### src/rtl/pb_irq_ctrl.sv
// pb_irq_ctrl: edge-triggered interrupt collector, fixed-priority arbiter and
// assert/acknowledge/EOI sequencer for the pacoblaze3 interrupt input.
// Firmware accesses it through the core port_id/in_port/out_port I/O space.
//
// state     | meaning
// ----------+-----------------------------------------------------------
// S_IDLE    | irq low, waiting for GIE and an enabled pending source
// S_ASSERT  | irq high, waiting for interrupt_ack from the core
// S_SERVICE | handler running, irq low until firmware writes EOI
module pb_irq_ctrl #(
    parameter int          NSRC = 8,
    parameter logic [7:0]  BASE = 8'h10
) (
    input  logic            clk,
    input  logic            rst,
    input  logic [NSRC-1:0] src,
    input  logic [7:0]      port_id,
    input  logic [7:0]      out_port,
    input  logic            write_strobe,
    input  logic            read_strobe,
    output logic [7:0]      in_port,
    output logic            irq,
    input  logic            iak
);

    localparam logic [7:0] A_PEND  = BASE;
    localparam logic [7:0] A_MASK  = BASE + 8'd1;
    localparam logic [7:0] A_CLEAR = BASE + 8'd2;
    localparam logic [7:0] A_VEC   = BASE + 8'd3;
    localparam logic [7:0] A_CTRL  = BASE + 8'd4;
    localparam logic [7:0] A_EOI   = BASE + 8'd5;

    typedef enum logic [1:0] {
        S_IDLE    = 2'd0,
        S_ASSERT  = 2'd1,
        S_SERVICE = 2'd2
    } state_t;

    logic [NSRC-1:0] r_sync1;
    logic [NSRC-1:0] r_sync2;
    logic [NSRC-1:0] r_sync3;
    logic [2:0]      r_vld;
    logic [NSRC-1:0] r_pending;
    logic [NSRC-1:0] r_mask;
    logic            r_gie;
    logic [7:0]      r_in_port;
    logic            r_irq;
    state_t          r_state;
    state_t          w_state_nxt;
    logic            w_irq_nxt;

    logic [NSRC-1:0] w_edge;
    logic [NSRC-1:0] w_clr;
    logic [NSRC-1:0] w_active;
    logic            w_any;
    logic [2:0]      w_idx;
    logic [7:0]      w_pend8;
    logic [7:0]      w_mask8;
    logic [7:0]      w_rdata;
    logic            w_wr_mask;
    logic            w_wr_clear;
    logic            w_wr_ctrl;
    logic            w_wr_eoi;
    logic            w_unused;

    // read_strobe is not needed: reads have no side effects
    assign w_unused = read_strobe ^ (^out_port);

    assign w_wr_mask  = write_strobe && (port_id == A_MASK);
    assign w_wr_clear = write_strobe && (port_id == A_CLEAR);
    assign w_wr_ctrl  = write_strobe && (port_id == A_CTRL);
    assign w_wr_eoi   = write_strobe && (port_id == A_EOI);

    // Edge detection stays disarmed until the synchronizer holds real samples,
    // so a source already high when reset releases is not seen as an edge.
    assign w_edge   = r_sync2 & ~r_sync3 & {NSRC{r_vld[2]}};
    assign w_clr    = w_wr_clear ? out_port[NSRC-1:0] : '0;
    assign w_active = r_pending & r_mask;
    assign w_any    = |w_active;

    // Synchronizer, edge-detect history and its arming shift register
    always_ff @(posedge clk or negedge rst) begin
        if (!rst) begin
            r_sync1 <= '0;
            r_sync2 <= '0;
            r_sync3 <= '0;
            r_vld   <= '0;
        end else begin
            r_sync1 <= src;
            r_sync2 <= r_sync1;
            r_sync3 <= r_sync2;
            r_vld   <= {r_vld[1:0], 1'b1};
        end
    end

    // Pending, mask and GIE registers; a new edge beats a CLEAR on the same bit
    always_ff @(posedge clk or negedge rst) begin
        if (!rst) begin
            r_pending <= '0;
            r_mask    <= '0;
            r_gie     <= 1'b0;
        end else begin
            r_pending <= (r_pending & ~w_clr) | w_edge;
            if (w_wr_mask) r_mask <= out_port[NSRC-1:0];
            if (w_wr_ctrl) r_gie  <= out_port[0];
        end
    end

    // Fixed priority: lowest active index wins
    always_comb begin
        w_idx = 3'd0;
        for (int i = NSRC - 1; i >= 0; i--) begin
            if (w_active[i]) w_idx = 3'(i);
        end
    end

    // Read-data decode, zero-extended to the 8-bit bus
    always_comb begin
        w_pend8 = 8'h00;
        w_mask8 = 8'h00;
        w_pend8[NSRC-1:0] = r_pending;
        w_mask8[NSRC-1:0] = r_mask;
        case (port_id)
            A_PEND:  w_rdata = w_pend8;
            A_MASK:  w_rdata = w_mask8;
            A_VEC:   w_rdata = {w_any, 4'b0000, w_idx};
            A_CTRL:  w_rdata = {7'b0000000, r_gie};
            default: w_rdata = 8'h00;
        endcase
    end

    // in_port is re-registered every cycle from the current port_id
    always_ff @(posedge clk or negedge rst) begin
        if (!rst) r_in_port <= 8'h00;
        else      r_in_port <= w_rdata;
    end

    // FSM state register; irq is registered alongside the state
    always_ff @(posedge clk or negedge rst) begin
        if (!rst) begin
            r_state <= S_IDLE;
            r_irq   <= 1'b0;
        end else begin
            r_state <= w_state_nxt;
            r_irq   <= w_irq_nxt;
        end
    end

    // FSM next-state logic; iak takes precedence over withdrawal in ASSERT
    always_comb begin
        w_state_nxt = r_state;
        case (r_state)
            S_IDLE:    if (r_gie && w_any)            w_state_nxt = S_ASSERT;
            S_ASSERT:  if (iak)                       w_state_nxt = S_SERVICE;
                       else if (!r_gie || !w_any)     w_state_nxt = S_IDLE;
            S_SERVICE: if (w_wr_eoi)                  w_state_nxt = S_IDLE;
            default:                                  w_state_nxt = S_IDLE;
        endcase
    end

    // FSM output logic: irq is high exactly while in ASSERT
    always_comb begin
        w_irq_nxt = (w_state_nxt == S_ASSERT);
    end

    assign in_port = r_in_port;
    assign irq     = r_irq;

endmodule

### config.mk
export PLATFORM = sky130hd
export DESIGN_NAME = pb_irq_ctrl
export DESIGN_NICKNAME = d
export VERILOG_FILES = /design/src/rtl/pb_irq_ctrl.sv
export SDC_FILE = /design/constraint.sdc
export NUM_CORES = 1
export LEC_CHECK = 0
export CAP_MARGIN = 10
export CORE_ASPECT_RATIO = 1.4
export CORE_MARGIN = 4
export CORE_UTILIZATION = 32
export CTS_BUF_LIST = sky130_fd_sc_hd__clkbuf_2 sky130_fd_sc_hd__clkbuf_4 sky130_fd_sc_hd__clkbuf_8
export CTS_CLUSTER_DIAMETER = 100
export DETAILED_ROUTE_END_ITERATION = 6
export SYNTH_ARGS = -nofsm -noshare
export SYNTH_HDL_FRONTEND = slang
export SYNTH_SLANG_ARGS = --single-unit
export TNS_END_PERCENT = 10
### constraint.sdc
create_clock -name clk -period 1.8 [get_ports clk]
set_clock_uncertainty 0.15 [all_clocks]
set_input_delay 0.27 -clock clk [delete_from_list [all_inputs] [get_ports clk]]
set_output_delay 0.27 -clock clk [all_outputs]
set_load 0.02 [all_outputs]
Word level (Yosys, flattened, before mapping):

Index checks and enable logic that the tools add are counted.

* eq/ne operators: 9
* mux-type cells: 15
* bitwise operators: 7
* reductions and logical operators: 10

Operator list (count)
* $eq 8x5->1 const B: 6
* $and 8x8->8: 4
* $pmux 8 s4: 1
* $mux 3: 8
* $not 8->8: 2
* $mux 2: 4
* $mux 8: 1
* $or 8x8->8: 1
* $reduce_or 8->1: 1
* $pmux 2 s3: 1
* $logic_and 1x1->1: 5
* $eq 2x1->1 const B: 2
* $eq 2x2->1 const B: 1
* $logic_not 1->1: 2
* $logic_not 2->1: 1
* $logic_or 1x1->1: 1

* bits in registers: 55
* input port bits: 29
* output and inout bits: 9
* word-level logic and storage cells: 51

Logic depth before layout (Yosys ltp):

Gate-level depths: netlist of run 1.

* word-level depth: 10
* gate-level depth with buffers: 5
* depth with buffers taken out: 4

Worst setup path before layout of run 1:

No wires, ideal clock.

* kind: input to register
* from: input port_id[5]
* to: register r_mask[0]
* library setup time: 125 ps
* arrival: 1861 ps
* required time: 1525 ps
* path slack: -336 ps
* stages on the path: 4
* path buffers: 0
* path through: or4b_4 -> or3_4 -> nor3_4 -> mux2_2

* cells in the longest elaborated chain, start to end: 2

Ends and longest elaborated chain
* start, declared: line 17 `input logic [7:0] port_id,`
* $eq 8x5->1: line 69 `assign w_wr_mask = write_strobe && (port_id == A_MASK);`
* $logic_and 1x1->1: line 69
* end signal, assigned: line 104 `if (w_wr_mask) r_mask <= out_port[NSRC-1:0];`
* end, declared: line 44 `logic [NSRC-1:0] r_mask;`

No other way between the ends.
A chain may end at the register's enable or synchronous reset.

Worst setup path in the final report of run 1:

* from: input port_id[7]
* to: register r_mask[6]

Same word-level chain as after synthesis.

==> results of run 1 <==
## worst register-to-register path, cell delays in order (launching register included)
cell,delay [ns]
dfrtp_1,0.43
a22oi_1,0.32
nand4_1,0.23
and4b_1,0.23
## registers in the layout, summed over array words and instances (netlist names)
signal     count
r_sync1        8
r_pending      8
irq            1
r_sync3        8
r_state        2
r_sync2        8
r_vld          3
in_port        8
r_mask         8
r_gie          1
## layer usage
| metal | wire length (µm) | global-route usage | vias to the layer above |
|---|---|---|---|
| met5 | 0 | 0 | - |
| met2 | 1850 | 0.171 | 28 |
| met4 | 85 | 0.0565 | 0 |
| met1 | 1620 | 0.134 | 615 |
| li1 | - | - | 644 |
| met3 | 170 | 0.0226 | 6 |
## synthesized netlist by cell type (2+ instances only)
cell type / count / area [µm²]
nor2_1: 6 / 22.5
and4b_1: 3 / 30.0
nand4_1: 2 / 12.5
a32o_1: 9 / 90.1
o21ai_0: 4 / 20.0
nand3b_1: 2 / 15.0
inv_1: 7 / 26.3
mux2i_1: 8 / 80.1
buf_1: 2 / 7.51
mux2_2: 9 / 101
dfrtp_1: 55 / 1380
a22oi_1: 4 / 30.0
nand2_1: 18 / 67.6
## kinds of logic (layout without fill, tap and decap cells)
family                 Yosys count  in the layout  synth area share
AO/OA/AOI/OAI                   23             23            0.0926
multiplexers                    17             17            0.0895
buffers and inverters           10             69            0.0185
other                            1              1           0.00185
AND/OR/NAND/NOR                 41             41             0.119
flip-flops                      55             55             0.679
## how the worst max path moves through the flow
stage	from	to	slack, ns	cells past startpoint
6_report	port_id[7]	r_mask[6]$_DFFE_PN0P_	-0.09	6
2_1_floorplan	port_id[5]	r_mask[0]$_DFFE_PN0P_	-0.34	4
3_5_place_dp	port_id[5]	r_mask[1]$_DFFE_PN0P_	-0.72	6
3_3_place_gp	port_id[5]	r_mask[6]$_DFFE_PN0P_	-0.71	6
4_1_cts	port_id[7]	r_mask[1]$_DFFE_PN0P_	-0.10	6
5_1_grt	port_id[7]	r_mask[4]$_DFFE_PN0P_	-0.11	6
## power groups by stage
stage	clock [W]	combinational [W]	sequential, W
after CTS	0.000754	0.000212	0.00131
after global placement	0	0.000204	0.00133
after global routing	0.000794	0.000229	0.00132
after detailed placement	0	0.000206	0.00133
final	0.000718	0.000208	0.00131
after floorplan	0	0.0000708	0.00132
## metrics by stage
stage	setup TNS (ns)	utilization	setup slack, ns	cells
after global routing	-0.848	0.447	-0.110	278
final	-0.724	0.447	-0.0945	278
after CTS	-0.805	0.447	-0.102	278
after global placement	-15.33	0.426	-0.712	269
after detailed placement	-15.22	0.426	-0.722	269
after floorplan	-3.85	-	-0.336	147
## layout make-up
cell class,instances,area (µm²),area share
Tap cell,72,90.1,0.0327
Clock inverter,3,27.5,0.00999
Timing Repair Buffer,54,522,0.189
Sequential cell,55,1380,0.499
Multi-Input combinational cell,82,646,0.234
Clock buffer,5,68.8,0.0250
Inverter,7,26.3,0.00953
## repair_timing
item                                    in CTS  in global routing
hold buffers                                 1                  0
endpoints found under the setup margin      25                  9
gates resized for setup                     22                  1
pin swaps                                    3                  1
endpoints found under the hold margin       55                  0
==> impl_metrics.toml, run 1 <==
[finish]
nFillCells = 569
final_cell_area_um2 = 2760
insertedDiodeCount = 0
layout_commonest_cell = "dfrtp_1"
drive_gt1_frac = 0.209
final_cell_mix = "dfrtp_1, clkdlybuf4s50_1, nand2_1"
syn2layout_area_growth_pct = 36.0
finalNetCount = 234

[setup_path]
reg2reg_from = "r_pending[1]$_DFF_PN0_"
path_delay_family = "simple AND/OR/NAND/NOR gates"
cp_slowest_stage_delay_ns = 0.53
path_max_fanout = 8
worstPathRequired_ns = 1.85
rr_endpoint = "r_state[0]$_DFF_PN0_"
r2r_setup_slack_ns = 0.35
path_cells = "buf_6, or4b_4, or3_4, nor3_4, buf_12, mux2_4"
ff2ff_path_depth = 3
worstPathArrival_ns = 1.95
crit_type = "in -> reg"
critPathSlowestCell = "or4b_4"
cp-end-kind = "flip-flop"
crit_buf_inv = 2
cp-start-kind = "input port"

[drt]
drc = 0
ant_nets = 0
viasPerCell = 4.65
drt-total-wl_um = 3720
drt_iter0_drc = 111
wl_per_cell_um = 13.4
vias = 1293
firstDrtPassIters = 4

[clocking]
clk_latency_ns = 0.31
numCtsBuffers = 5
clockRootBuffer = "clkbuf_8"
clockBufferDepth = 2
cts_sinks = 55
post_cts_buffers = 0
cts.htree.levels = 2
clk_pin_slew_ns = 0.10
cts_tree = "done"

[power]
p_int_w = 0.00169
pwr-share-seq = 0.586
fin_total_pwr_w = 0.00223
clkPwrFrac = 0.321
combinationalPowerShare = 0.093
power.density_nw_per_um2 = 811
p_sw_frac = 0.244
p_sw_w = 0.000545
peakVddDrop_mv = 0.456
leakagePower_nw = 1.22

[placement]
placedInstanceArea_um2 = 2630
place.gp.congestion = 0.717
port_buffers = 36
dp_hpwl_um = 2660

[timing]
hold_viol_final = 0
fmax_mhz = 528
fin_ws_ns = -0.0945
rsz0062_at_grt = "yes"
holdWs_ns = 0.206
fin_crit_ns = 1.89
period_share = 1.05
maxSlewViolCount = 0
finalSetupViolations = 8

[min_path]
min_path_type = "reg -> reg"
min_path_cells = 0
hp-start = "r_sync1[2]$_DFF_PN0_"
min_delay_worst_endpoint = "r_sync2[2]$_DFF_PN0_"

[logic_synthesis]
synth_fp_nets = 176
synth_cell_type_count = 31
syn_area_um2 = 2030
synth_ff_type = "dfrtp_1"
yosys_register_bits = 55
synth_edf_count = 0
async_flop_share = 1.00
yosysWarnings = 0
netlist_instances = 147
ys_seq_area_frac = 0.679
syn_avg_cell_area_um2 = 13.8

[grt]
grt_usage = 0.107
grt_pass1_vias = 1277
antenna_found_initial = 0
grt_pass1_wl_um = 6200
grt-ovfl-total = 0
grt_max_degree = 56

[job]
cap_viol_max_count = 0

[outcome]
status = "finished, violations left"
violations = "setup timing"

[floorplanning]
fp.dieArea_um2 = 7690
io_pins = 38
die_w_um = 75.3
row_count = 34
core_area_um2 = 6170
fp.dieH_um = 102
initial_core_util = 0.329
Note: power is estimated with default switching activity, not from simulation.
==> inputs of run 2 (changes only) <==
ABC_AREA = 1   (was default)
==> impl_metrics.toml, run 2 <==
[outcome]
status = "completed"

[logic_synthesis]
synth_top_area_frac = 0.656
syn_area_um2 = 2100
synth_area_leaders = "dfrtp_1, nand2_1, o21ai_0, inv_1, nand3b_1"
yosysWarnings = 0
synth_most_common_cell = "dfrtp_1"
synth_ff_type = "dfrtp_1"
synth_cell_type_count = 20
yosysTopAreaCell = "dfrtp_1"
netlist_instances = 204
async_flop_share = 1.00
synth_fp_nets = 233
netlist_top_cells_count = "dfrtp_1, nand2_1, inv_1"
syn_avg_cell_area_um2 = 10.3
synth_edf_count = 0
yosys_register_bits = 55
ys_seq_area_frac = 0.656

[drt]
firstDrtPassIters = 4
ant_nets = 0
viasPerCell = 4.46
vias = 1494
drc = 0
wl_per_cell_um = 11.3
drt-total-wl_um = 3790
drt_iter0_drc = 59

[setup_path]
cp-start-kind = "flip-flop"
path_delay_family = "buffers and inverters"
crit_type = "reg -> out"
worstPathArrival_ns = 1.23
cp-end-kind = "output pin"
crit_buf_inv = 1
path_max_fanout = 1
worstPathRequired_ns = 1.38
path_cells = "clkdlybuf4s50_1"
critPathSlowestCell = "clkdlybuf4s50_1"
cp_slowest_stage_delay_ns = 0.59

[clocking]
cts.htree.levels = 2
ctsResizeCount = 0
cts_tree = "done"
cts_sinks = 55
post_cts_buffers = 0
clk_pin_slew_ns = 0.09
clk_latency_ns = 0.30
clockBufferDepth = 2
clockRootBuffer = "clkbuf_8"
numCtsBuffers = 5

[power]
p_sw_frac = 0.209
fin_total_pwr_w = 0.00256
peakVddDrop_mv = 0.491
pwr-share-seq = 0.527
p_sw_w = 0.000535
combinationalPowerShare = 0.108
clkPwrFrac = 0.365
leakagePower_nw = 1.31
p_int_w = 0.00203
power.density_nw_per_um2 = 905

[timing]
fmax_mhz = 604
maxSlewViolCount = 0
period_share = 0.919
fin_crit_ns = 1.65
setup_tns_ns = 0
rsz0062_at_grt = "no"
finalSetupViolations = 0
hold_viol_final = 0

[finish]
final_cell_mix = "dfrtp_1, nand2_1, clkdlybuf4s50_1"
final_cell_area_um2 = 2830
syn2layout_area_growth_pct = 35.0
layout_commonest_cell = "dfrtp_1"
finalNetCount = 291
drive_gt1_frac = 0.133
insertedDiodeCount = 0

[floorplanning]
die_w_um = 76.5
row_count = 34
fp.dieArea_um2 = 7940
initial_core_util = 0.333
core_area_um2 = 6300
io_pins = 38
fp.dieH_um = 104

[grt]
grt_usage = 0.101
grt_pass1_vias = 1505
grt-ovfl-total = 0
grt_pass1_wl_um = 6470
grt_max_degree = 56
antenna_found_initial = 0

[job]
cap_viol_max_count = 0

[min_path]
min_path_type = "reg -> reg"

[placement]
port_buffers = 36
place.gp.congestion = 0.788
dp_hpwl_um = 2920
placedInstanceArea_um2 = 2690
run 2: worst paths after layout:
path	startpoint	slack, ns	cells past startpoint	end
worst min-delay path	r_sync1[1]$_DFF_PN0_	0.20	0	r_sync2[1]$_DFF_PN0_
max in group asynchronous	rst	0.92	3	r_sync3[0]$_DFF_PN0_
worst min register to register	r_sync1[1]$_DFF_PN0_	0.20	0	r_sync2[1]$_DFF_PN0_
worst max-delay path	in_port[4]$_DFF_PN0_	0.15	1	in_port[4]
worst max register to register	r_pending[6]$_DFF_PN0_	0.46	6	in_port[7]$_DFF_PN0_
min in group asynchronous	rst	0.34	3	r_sync2[6]$_DFF_PN0_
run 2: logic make-up after synthesis:
family | after synthesis | share of synthesized area
AO/OA/AOI/OAI | 26 | 0.0679
buffers and inverters | 28 | 0.0536
flip-flops | 55 | 0.656
other | 1 | 0.00179
AND/OR/NAND/NOR | 94 | 0.221
run 2: cell type report:
cell class                 count  area (µm²)
fill                         598        3460
clock buffer                   6        76.3
timing repair buffer          53         523
tap                           72        90.1
clock inverter                 2        60.1
multi-input combinational    121         611
sequential                    55        1380
inverter                      26        97.6
run 2: timing repair:
| action | 4_1_cts | 5_1_grt |
|---|---|---|
| hold buffers | 1 | 0 |
| endpoints found under the setup margin | 0 | 0 |
| endpoints found under the hold margin | 55 | 0 |
run 2: power by group through the flow:
stage               clock network (W)  logic (W)  registers, W
floorplan                           0   0.000106       0.00138
detailed placement                  0   0.000279       0.00138
global route                  0.00102   0.000308       0.00136
global placement                    0   0.000271       0.00137
finish                       0.000936   0.000276       0.00135
CTS                          0.000968   0.000281       0.00135
run 2: layer usage:
layer / track usage / routed length [µm] / vias up / share of wire
met1: 0.106 / 1460 / 706 / 0.39
met3: 0.0330 / 204 / 7 / 0.054
met4: 0.0427 / 68 / 0 / 0.018
met2: 0.184 / 2050 / 28 / 0.54
li1: - / - / 753 / -
met5: 0 / 0 / - / 0
run 2: per-stage QoR:
stage	setup WS (ns)	utilization	hold WS, ns	instances
2_1_floorplan	0.509	-	-0.176	204
3_3_place_gp	-0.00322	0.427	0.137	326
3_5_place_dp	-0.0169	0.427	0.138	326
4_1_cts	0.117	0.450	0.205	335
5_1_grt	0.0886	0.450	0.207	335
6_report	0.145	0.450	0.203	335
==> inputs of run 3 (changes only) <==
CORE_MARGIN = default   (was 4)
SKIP_LAST_GASP = 1   (was default)
==> impl_metrics.toml, run 3 (same netlist as run 2, synthesis figures left out) <==
[outcome]
status = "completed"

[setup_path]
path_max_fanout = 1
crit_buf_inv = 1
cp-start-kind = "flip-flop"
critPathSlowestCell = "clkdlybuf4s50_1"
path_cells = "clkdlybuf4s50_1"
cp-end-kind = "output pin"
worstPathRequired_ns = 1.38
crit_type = "reg -> out"
cp_slowest_stage_delay_ns = 0.59
ff2ff_path_depth = 6
path_depth = 1
path_delay_family = "buffers and inverters"
worstPathArrival_ns = 1.23

[clocking]
cts.htree.levels = 2
clk_pin_slew_ns = 0.10
numCtsBuffers = 5
cts_sinks = 55
clockRootBuffer = "clkbuf_8"
clk_latency_ns = 0.30
cts_tree = "done"
post_cts_buffers = 0
clockBufferDepth = 2

[finish]
insertedDiodeCount = 0
final_util = 0.440
multiInputGateArea_um2 = 611
drive_gt1_frac = 0.120
syn2layout_area_growth_pct = 30.9
final_cell_mix = "dfrtp_1, nand2_1, clkdlybuf4s50_1"
layout_commonest_cell = "dfrtp_1"
finalNetCount = 287
seqCellArea_um2 = 1380
nFillCells = 600

[drt]
drt-total-wl_um = 3620
vias = 1453
firstDrtPassIters = 4
wl_per_cell_um = 10.9
drc = 0
viasPerCell = 4.39
ant_nets = 0
drt_iter0_drc = 103

[placement]
port_buffers = 36
place.gp.congestion = 0.768
dp_hpwl_um = 2620

[grt]
grt-ovfl-total = 0
grt_pass1_vias = 1411
antenna_found_initial = 0
grt_pass1_wl_um = 6220
grt_max_degree = 56
grt_usage = 0.116

[floorplanning]
io_pins = 38
core_area_um2 = 6250
row_count = 34
fp.dieH_um = 97.8
die_w_um = 70.5
initial_core_util = 0.336
fp.dieArea_um2 = 6890

[timing]
maxSlewViolCount = 0
period_share = 0.918
setup_tns_ns = 0
fmax_mhz = 605
fin_crit_ns = 1.65
hold_viol_final = 0
rsz0062_at_grt = "no"
finalSetupViolations = 0

[power]
fin_total_pwr_w = 0.00231
power.density_nw_per_um2 = 839
peakVddDrop_mv = 0.503
leakagePower_nw = 1.27

[min_path]
min_path_cells = 0
min_path_type = "reg -> reg"

[job]
cap_viol_max_count = 0
==> run 3: cell count changes in the layout (fill, tap and decap cells not counted), sizes merged <==
cell    change
bufinv      -2
clkinv      +2
buf         -4
==> run 3: area by class of cell <==
cell class / instances / share of cell area
tap: 72 / 0.0328
clock buffer: 6 / 0.0278
sequential: 55 / 0.501
timing repair buffer: 49 / 0.175
clock inverter: 2 / 0.00637
inverter: 26 / 0.0355
multi-input combinational: 121 / 0.222
==> run 3: stage by stage <==
step | std cells | setup slack, ns | hold slack [ns] | cell area [µm²]
floorplan | 204 | 0.509 | -0.176 | 2100
global placement | 322 | 0.00963 | 0.137 | 2650
detailed placement | 322 | -0.0151 | 0.140 | 2650
CTS | 331 | 0.122 | 0.207 | 2750
global route | 331 | 0.0872 | 0.209 | 2750
finish | 331 | 0.148 | 0.204 | 2750
==> run 3: worst paths after layout <==
| kind | start | to | slack, ns |
|---|---|---|---|
| worst max-delay path | in_port[6]$_DFF_PN0_ | in_port[6] | 0.15 |
| worst min register to register | r_sync1[2]$_DFF_PN0_ | r_sync2[2]$_DFF_PN0_ | 0.20 |
| worst max register to register | r_pending[0]$_DFF_PN0_ | in_port[7]$_DFF_PN0_ | 0.49 |
| worst min-delay path | r_sync1[2]$_DFF_PN0_ | r_sync2[2]$_DFF_PN0_ | 0.20 |
| max in group asynchronous | rst | r_sync3[0]$_DFF_PN0_ | 0.91 |
| min in group asynchronous | rst | r_sync1[6]$_DFF_PN0_ | 0.32 |
==> run 3: layer usage <==
metal | routed length [µm] | track usage | share of wire
met2 | 1840 | 0.194 | 0.51
met4 | 121 | 0.0692 | 0.033
met5 | 0 | 0 | 0
met1 | 1500 | 0.131 | 0.41
met3 | 163 | 0.0310 | 0.045
==> run 3: timing repair <==
| item | in CTS | in global routing |
|---|---|---|
| gates resized for setup | 0 | 0 |
| hold buffers | 1 | 0 |
| endpoints found under the hold margin | 55 | 0 |
==> run 3: report_power, final <==
group | total (W) | switching, W | internal, W | leakage [nW]
combinational | 0.000268 | 0.000131 | 0.000136 | 0.592
clock | 0.000688 | 0.000393 | 0.000295 | 0.0488
sequential | 0.00135 | 0.0000340 | 0.00132 | 0.625
total | 0.00231 | 0.000558 | 0.00175 | 1.27
